===== config.mk =====
export PLATFORM = sky130hd
export DESIGN_NAME = energy_sweep_accumulator
export DESIGN_NICKNAME = d
export VERILOG_FILES = /design/src/rtl/energy_sweep_accumulator.sv
export SDC_FILE = /design/constraint.sdc
export NUM_CORES = 1
export LEC_CHECK = 0
export CAP_MARGIN = 5
export CORE_ASPECT_RATIO = 1.25
export CORE_UTILIZATION = 54
export CTS_CLUSTER_SIZE = 10
export DETAILED_ROUTE_END_ITERATION = 10
export PLACE_DENSITY = 0.85
export REMOVE_ABC_BUFFERS = 1
export SLEW_MARGIN = 20
export SYNTH_ARGS = -nofsm -noshare
export SYNTH_HDL_FRONTEND = slang
export SYNTH_SLANG_ARGS = --single-unit

===== constraint.sdc =====
create_clock -name clk -period 6.2 [get_ports clk]
set_input_delay 0.93 -clock clk [delete_from_list [all_inputs] [get_ports clk]]
set_output_delay 0.93 -clock clk [all_outputs]
set_load 0.005 [all_outputs]

===== src/rtl/energy_sweep_accumulator.sv =====
// Sums per-phase energies over one sweep and keeps the lowest-energy sweep with its spin state.
// Optional SWEEP_COUNT_EN adds a saturating sweep counter and the index of the best sweep.
module energy_sweep_accumulator #(
   parameter int NUM_PHASES = 36,
   parameter int PIPE_LAT   = 10,
   parameter int ACC_W      = 18
) (
   input  logic             clk,
   input  logic             rst_n,
   input  logic             sweep_start,
   input  logic [11:0]      energy_in,
   input  logic [143:0]     bm_state,
   input  logic             clr_best,
   output logic             busy,
   output logic [ACC_W-1:0] sweep_energy,
   output logic             sweep_valid,
   output logic [ACC_W-1:0] best_energy,
   output logic [143:0]     best_state,
   output logic             best_update
`ifdef SWEEP_COUNT_EN
   ,
   output logic [15:0]      sweep_count,
   output logic [15:0]      best_sweep
`endif
);

   localparam int CNT_MAX = (NUM_PHASES > PIPE_LAT) ? NUM_PHASES : PIPE_LAT;
   localparam int CNT_W   = $clog2(CNT_MAX + 1);
   localparam logic [ACC_W-1:0] BEST_INIT = {1'b0, {(ACC_W-1){1'b1}}};

   typedef enum logic [1:0] {IDLE, WAIT, ACCUM, DONE} state_t;

   state_t             state_q, state_d;
   logic [CNT_W-1:0]   cnt_q, cnt_d;
   logic [ACC_W-1:0]   acc_q, acc_d;
   logic [143:0]       cand_state_q, cand_state_d;
   logic               busy_q, busy_d;
   logic [ACC_W-1:0]   sweep_energy_q, sweep_energy_d;
   logic               sweep_valid_q, sweep_valid_d;
   logic [ACC_W-1:0]   best_energy_q, best_energy_d;
   logic [143:0]       best_state_q, best_state_d;
   logic               best_update_q, best_update_d;
   logic [ACC_W-1:0]   energy_ext;
`ifdef SWEEP_COUNT_EN
   logic [15:0]        sweep_count_q, sweep_count_d;
   logic [15:0]        best_sweep_q, best_sweep_d;
`endif

   assign energy_ext = {{(ACC_W-12){energy_in[11]}}, energy_in};

   always_comb begin
      state_d        = state_q;
      cnt_d          = cnt_q;
      acc_d          = acc_q;
      cand_state_d   = cand_state_q;
      busy_d         = busy_q;
      sweep_energy_d = sweep_energy_q;
      sweep_valid_d  = 1'b0;
      best_energy_d  = best_energy_q;
      best_state_d   = best_state_q;
      best_update_d  = 1'b0;
`ifdef SWEEP_COUNT_EN
      sweep_count_d  = sweep_count_q;
      best_sweep_d   = best_sweep_q;
`endif
      case (state_q)
         IDLE: begin
            if (sweep_start) begin
               cand_state_d = bm_state;
               acc_d        = '0;
               cnt_d        = '0;
               busy_d       = 1'b1;
               state_d      = WAIT;
            end
         end
         WAIT: begin
            if (cnt_q == CNT_W'(PIPE_LAT - 1)) begin
               cnt_d   = '0;
               state_d = ACCUM;
            end else begin
               cnt_d = cnt_q + 1'b1;
            end
         end
         ACCUM: begin
            acc_d = acc_q + energy_ext;
            if (cnt_q == CNT_W'(NUM_PHASES - 1)) begin
               state_d = DONE;
            end else begin
               cnt_d = cnt_q + 1'b1;
            end
         end
         DONE: begin
            sweep_energy_d = acc_q;
            sweep_valid_d  = 1'b1;
            busy_d         = 1'b0;
            state_d        = IDLE;
            // Strict less-than so a tie keeps the older record.
            if ($signed(acc_q) < $signed(best_energy_q)) begin
               best_energy_d = acc_q;
               best_state_d  = cand_state_q;
               best_update_d = 1'b1;
`ifdef SWEEP_COUNT_EN
               best_sweep_d  = sweep_count_q;
`endif
            end
`ifdef SWEEP_COUNT_EN
            if (sweep_count_q != 16'hFFFF) begin
               sweep_count_d = sweep_count_q + 16'd1;
            end
`endif
         end
         default: state_d = IDLE;
      endcase
      // Clearing overrides any record update made in the same cycle.
      if (clr_best) begin
         best_energy_d = BEST_INIT;
         best_state_d  = '0;
         best_update_d = 1'b0;
`ifdef SWEEP_COUNT_EN
         best_sweep_d  = '0;
`endif
      end
   end

   always_ff @(posedge clk or negedge rst_n) begin
      if (!rst_n) begin
         state_q        <= IDLE;
         cnt_q          <= '0;
         acc_q          <= '0;
         cand_state_q   <= '0;
         busy_q         <= 1'b0;
         sweep_energy_q <= '0;
         sweep_valid_q  <= 1'b0;
         best_energy_q  <= BEST_INIT;
         best_state_q   <= '0;
         best_update_q  <= 1'b0;
`ifdef SWEEP_COUNT_EN
         sweep_count_q  <= '0;
         best_sweep_q   <= '0;
`endif
      end else begin
         state_q        <= state_d;
         cnt_q          <= cnt_d;
         acc_q          <= acc_d;
         cand_state_q   <= cand_state_d;
         busy_q         <= busy_d;
         sweep_energy_q <= sweep_energy_d;
         sweep_valid_q  <= sweep_valid_d;
         best_energy_q  <= best_energy_d;
         best_state_q   <= best_state_d;
         best_update_q  <= best_update_d;
`ifdef SWEEP_COUNT_EN
         sweep_count_q  <= sweep_count_d;
         best_sweep_q   <= best_sweep_d;
`endif
      end
   end

   assign busy         = busy_q;
   assign sweep_energy = sweep_energy_q;
   assign sweep_valid  = sweep_valid_q;
   assign best_energy  = best_energy_q;
   assign best_state   = best_state_q;
   assign best_update  = best_update_q;
`ifdef SWEEP_COUNT_EN
   assign sweep_count  = sweep_count_q;
   assign best_sweep   = best_sweep_q;
`endif

endmodule


==> key figures <==
Worst setup path
  • Register-to-register setup slack: approximately 2.5 ns
  • Crit-path max cell delay: ~0.79 ns
  • Buffer and inverter count on the worst path: 2
  • Register-to-Register Path Depth: 11
  • Largest driver fanout on the critical path: 88
  • Cells along the critical path: inv_1 -> ha_1 -> a21oi_1 -> o21ai_1 -> a21o_1 -> a31oi_1 -> mux2i_1 -> nand2_4 -> buf_4 -> nand2_1 -> a21oi_1
  • Most used cell along the critical path: sky130_fd_sc_hd__a21oi_1
  • Critical path arrival: approximately 4.1 ns
  • Category of cells accounting for the largest share of critical-path delay: simple AND/OR/NAND/NOR gates
  • CP startpoint kind: flop
  • Cell type of the slowest stage on the worst timing path: sky130_fd_sc_hd__buf_4
  • Crit path required time: about 6.6 ns
  • Sort of element at the end of the critical path: flop
  • R2R Path Start: best_energy[9]$_DFFE_PN1P_
  • Worst R2R End: best_state[54]$_DFFE_PN0P_
  • Worst setup path category: reg -> reg

Routing
  • Final WL: around 37 mm
  • Post-route DRC: 0
  • Average routed wire per standard cell: roughly 18 µm
  • Violation count after the first detailed-routing iteration: roughly 500
  • Via Count: roughly 11000
  • Number of vias per cell after detailed routing: roughly 5.6
  • First-pass iteration count of the detailed router: 7
  • ANT nets after route: 0

Cells and area
  • Final std cell area, no fill: approximately 20000 µm²
  • Commonest cells after routing, fill and taps aside: sky130_fd_sc_hd__clkdlybuf4s50_1 (340), sky130_fd_sc_hd__dfrtp_1 (336), sky130_fd_sc_hd__nand2_1 (321), sky130_fd_sc_hd__a21oi_1 (164), sky130_fd_sc_hd__mux2_2 (163)
  • Fraction of final layout cells with drive strength greater than 1: between 10 and 15%
  • Fin nets: between 1500 and 2000
  • Most common library cell in the layout ignoring fill and taps: sky130_fd_sc_hd__clkdlybuf4s50_1
  • Signed area change from the synthesized netlist to the final layout: 32.2%
  • Layout filler cell count: 1762
  • Finished Layout Cells: ~2000

CTS
  • Depth of the CTS H-tree: 2
  • Post-CTS resize count: 0
  • Number of hold buffers added after CTS: 0
  • TritonCTS clock tree: yes
  • Post-CTS Repair Setup Buffers: 0
  • CTS sink cnt: roughly 350
  • Root Driver: sky130_fd_sc_hd__clkbuf_16
  • Clock Latency Late Sink: around 0.52 ns
  • Clock buffers created by TritonCTS: 41
  • Maximum clock insertion buffer count: 3
  • CTS clock-pin slew for the worst setup and hold paths: approximately 0.050 ns

Placement
  • Cell count after placement: ~1900
  • Half-perimeter wire length of the detailed placement result: 24.0 mm
  • Count of input and output buffers: about 340
  • Instance area at placement: between 15000 and 20000 µm²
  • GPL Wtd Cong: about 0.94
  • Worst setup timing slack at the placement stage: 2.53 ns

Logic synthesis
  • Total of warnings raised by yosys: 0
  • Number of enable-type register cells in the synthesized netlist: 0
  • Synth Cell Area: about 15000 µm²
  • Dominant synthesized flop cell: sky130_fd_sc_hd__dfrtp_1
  • Register area share after synthesis: between 50% and 60%
  • Ranking of synthesized cells by area: sky130_fd_sc_hd__dfrtp_1 (57%), sky130_fd_sc_hd__mux2_2 (12%), sky130_fd_sc_hd__nand2_1 (8.2%), sky130_fd_sc_hd__a21oi_1 (5.5%), sky130_fd_sc_hd__ha_1 (3.4%)
  • Synthesized area per cell: about 11 µm²
  • Number of different library cells in the post-synthesis netlist: between 40 and 50
  • Cell taking the most area after synthesis: sky130_fd_sc_hd__dfrtp_1
  • Share of the synthesized area in the top cell type: ~57%
  • Synthesized instance count: roughly 1300
  • Number of flip-flops and latches in the synthesized netlist: approximately 350
  • Fraction of synthesis flops using an asynchronous set or reset pin: 100%

Die
  • Core outline area: 26800 µm²
  • Initial cell density of the core: between 50% and 60%
  • Row count: 67
  • Number of primary I/O pins: between 300 and 400
  • Overall die height: 187 µm
  • Chip Width: between 150 and 200 µm
  • Area of the die: around 28000 µm²

STA
  • Total count of max-transition violations in the final report: 0
  • Final hold slack: 0.451 ns
  • RSZ-0062 raised after global routing: false
  • Relative slew slack: ~25%
  • Final setup viols: 0
  • Maximum clock frequency: ~0.27 GHz
  • Final hold vios: 0
  • Final Cycle Share: between 50% and 60%
  • Min Clock Period, post-route: ~3.7 ns
  • Clock tree skew after final layout: approximately 0.017 ns
  • Post-route worst setup slack: roughly 2.5 ns
  • Fin Setup TNS: 0 ns
  • Actual transition at the worst max-transition pin: 1.12 ns

Global routing
  • All-layer global routing usage: a little over a quarter
  • Maximum number of pins on one net before global-route repair: between 150 and 200
  • Global-route wire length before repair: around 60 mm
  • Total gr overflow: 0
  • Antenna violations before repair: 1
  • Via count of the first global-routing pass: 11200

Worst hold path
  • Type of the tightest min-delay check: in -> async

Job
  • Number of violations of the max-capacitance limit: 0

Pwr
  • Areal power density over the cells: roughly 290 nW/µm²
  • Worst IR Drop VDD: roughly 350 µV
  • Leakage: about 8.6 nW

Outcome
  • Outcome: complete, no violations
-- worst register-to-register path: stages, from the launching register on --
cell	delay (ns)
sky130_fd_sc_hd__dfstp_2	0.55
sky130_fd_sc_hd__inv_1	0.04
sky130_fd_sc_hd__ha_1	0.32
sky130_fd_sc_hd__a21oi_1	0.16
sky130_fd_sc_hd__o21ai_1	0.08
sky130_fd_sc_hd__a21o_1	0.17
sky130_fd_sc_hd__a31oi_1	0.17
sky130_fd_sc_hd__mux2i_1	0.15
sky130_fd_sc_hd__nand2_4	0.73
sky130_fd_sc_hd__buf_4	0.79
sky130_fd_sc_hd__nand2_1	0.22
sky130_fd_sc_hd__a21oi_1	0.21
-- report_power, final --
part | total [mW] | switching [mW] | leakage [nW] | internal (mW)
clock | 2.07 | 0.854 | 0.538 | 1.22
sequential | 2.62 | 0.126 | 4.61 | 2.49
combinational | 0.927 | 0.435 | 3.43 | 0.492
total | 5.61 | 1.41 | 8.58 | 4.20
-- how the worst max path moves through the flow --
stage	start	to	slack (ns)	depth (start not counted)
after floorplan	best_energy[9]$_DFFE_PN1P_	best_energy[17]$_DFFE_PN0P_	1.25	10
after global placement	best_energy[9]$_DFFE_PN1P_	best_state[87]$_DFFE_PN0P_	2.63	11
after detailed placement	best_energy[9]$_DFFE_PN1P_	best_state[30]$_DFFE_PN0P_	2.53	11
after CTS	best_energy[9]$_DFFE_PN1P_	best_state[54]$_DFFE_PN0P_	2.48	11
after global routing	best_energy[7]$_DFFE_PN1P_	best_state[30]$_DFFE_PN0P_	2.24	11
final	best_energy[9]$_DFFE_PN1P_	best_state[54]$_DFFE_PN0P_	2.54	11
-- cell type report --
type,count,area (µm²),share of cell area (%)
diodes,1,2.50,0.0128
clock buffers,53,1090,5.59
clock inverters,2,23.8,0.122
inverters,28,105,0.538
multi-input cells,869,5510,28.2
flip-flops and latches,353,8850,45.3
well taps,345,432,2.21
repair buffers,350,3530,18.0
-- cells by family after synthesis --
group	Yosys count	synth area share, %
mux	165	12.5
compound gates	236	8.70
xor+xnor	14	0.829
buf+inv	107	2.98
simple gates	413	11.6
flops	353	59.9
fa+ha+maj	41	3.52
-- Yosys cell counts (all sizes together), types with 8 or more instances --
library cell    n
mux2          163
o21ai          34
dfstp          17
nor3           39
xor2            8
nor2           25
dfrtp         336
ha             40
buf            29
a21o           13
inv            28
nand2         323
a21oi         164
clkbuf         50
-- stage by stage --
| step | power (mW) | util (%) |
|---|---|---|
| finish | 5.61 | 72.9 |
| global route | 5.86 | 72.9 |
| CTS | 5.66 | 72.9 |
| detailed placement | 3.58 | 68.7 |
| global placement | 3.55 | 68.7 |
| floorplan | 3.12 | - |
-- flip-flops by register name (all words and copies together), names as in the netlist --
register      count
state_q           2
busy              1
acc_q            18
cnt_q             6
sweep_energy     18
best_update       1
best_energy      18
best_state      144
sweep_valid       1
cand_state_q    144
-- metal layers --
metal / wire length, µm / global-route usage (%) / part of all wire, %
met5: 0 / 0 / 0
met4: 1420 / 10.6 / 3.9
met3: 2410 / 5.05 / 6.5
met2: 18800 / 44.9 / 51
met1: 14300 / 32.7 / 39
Note: power is estimated with default switching activity, not from simulation.
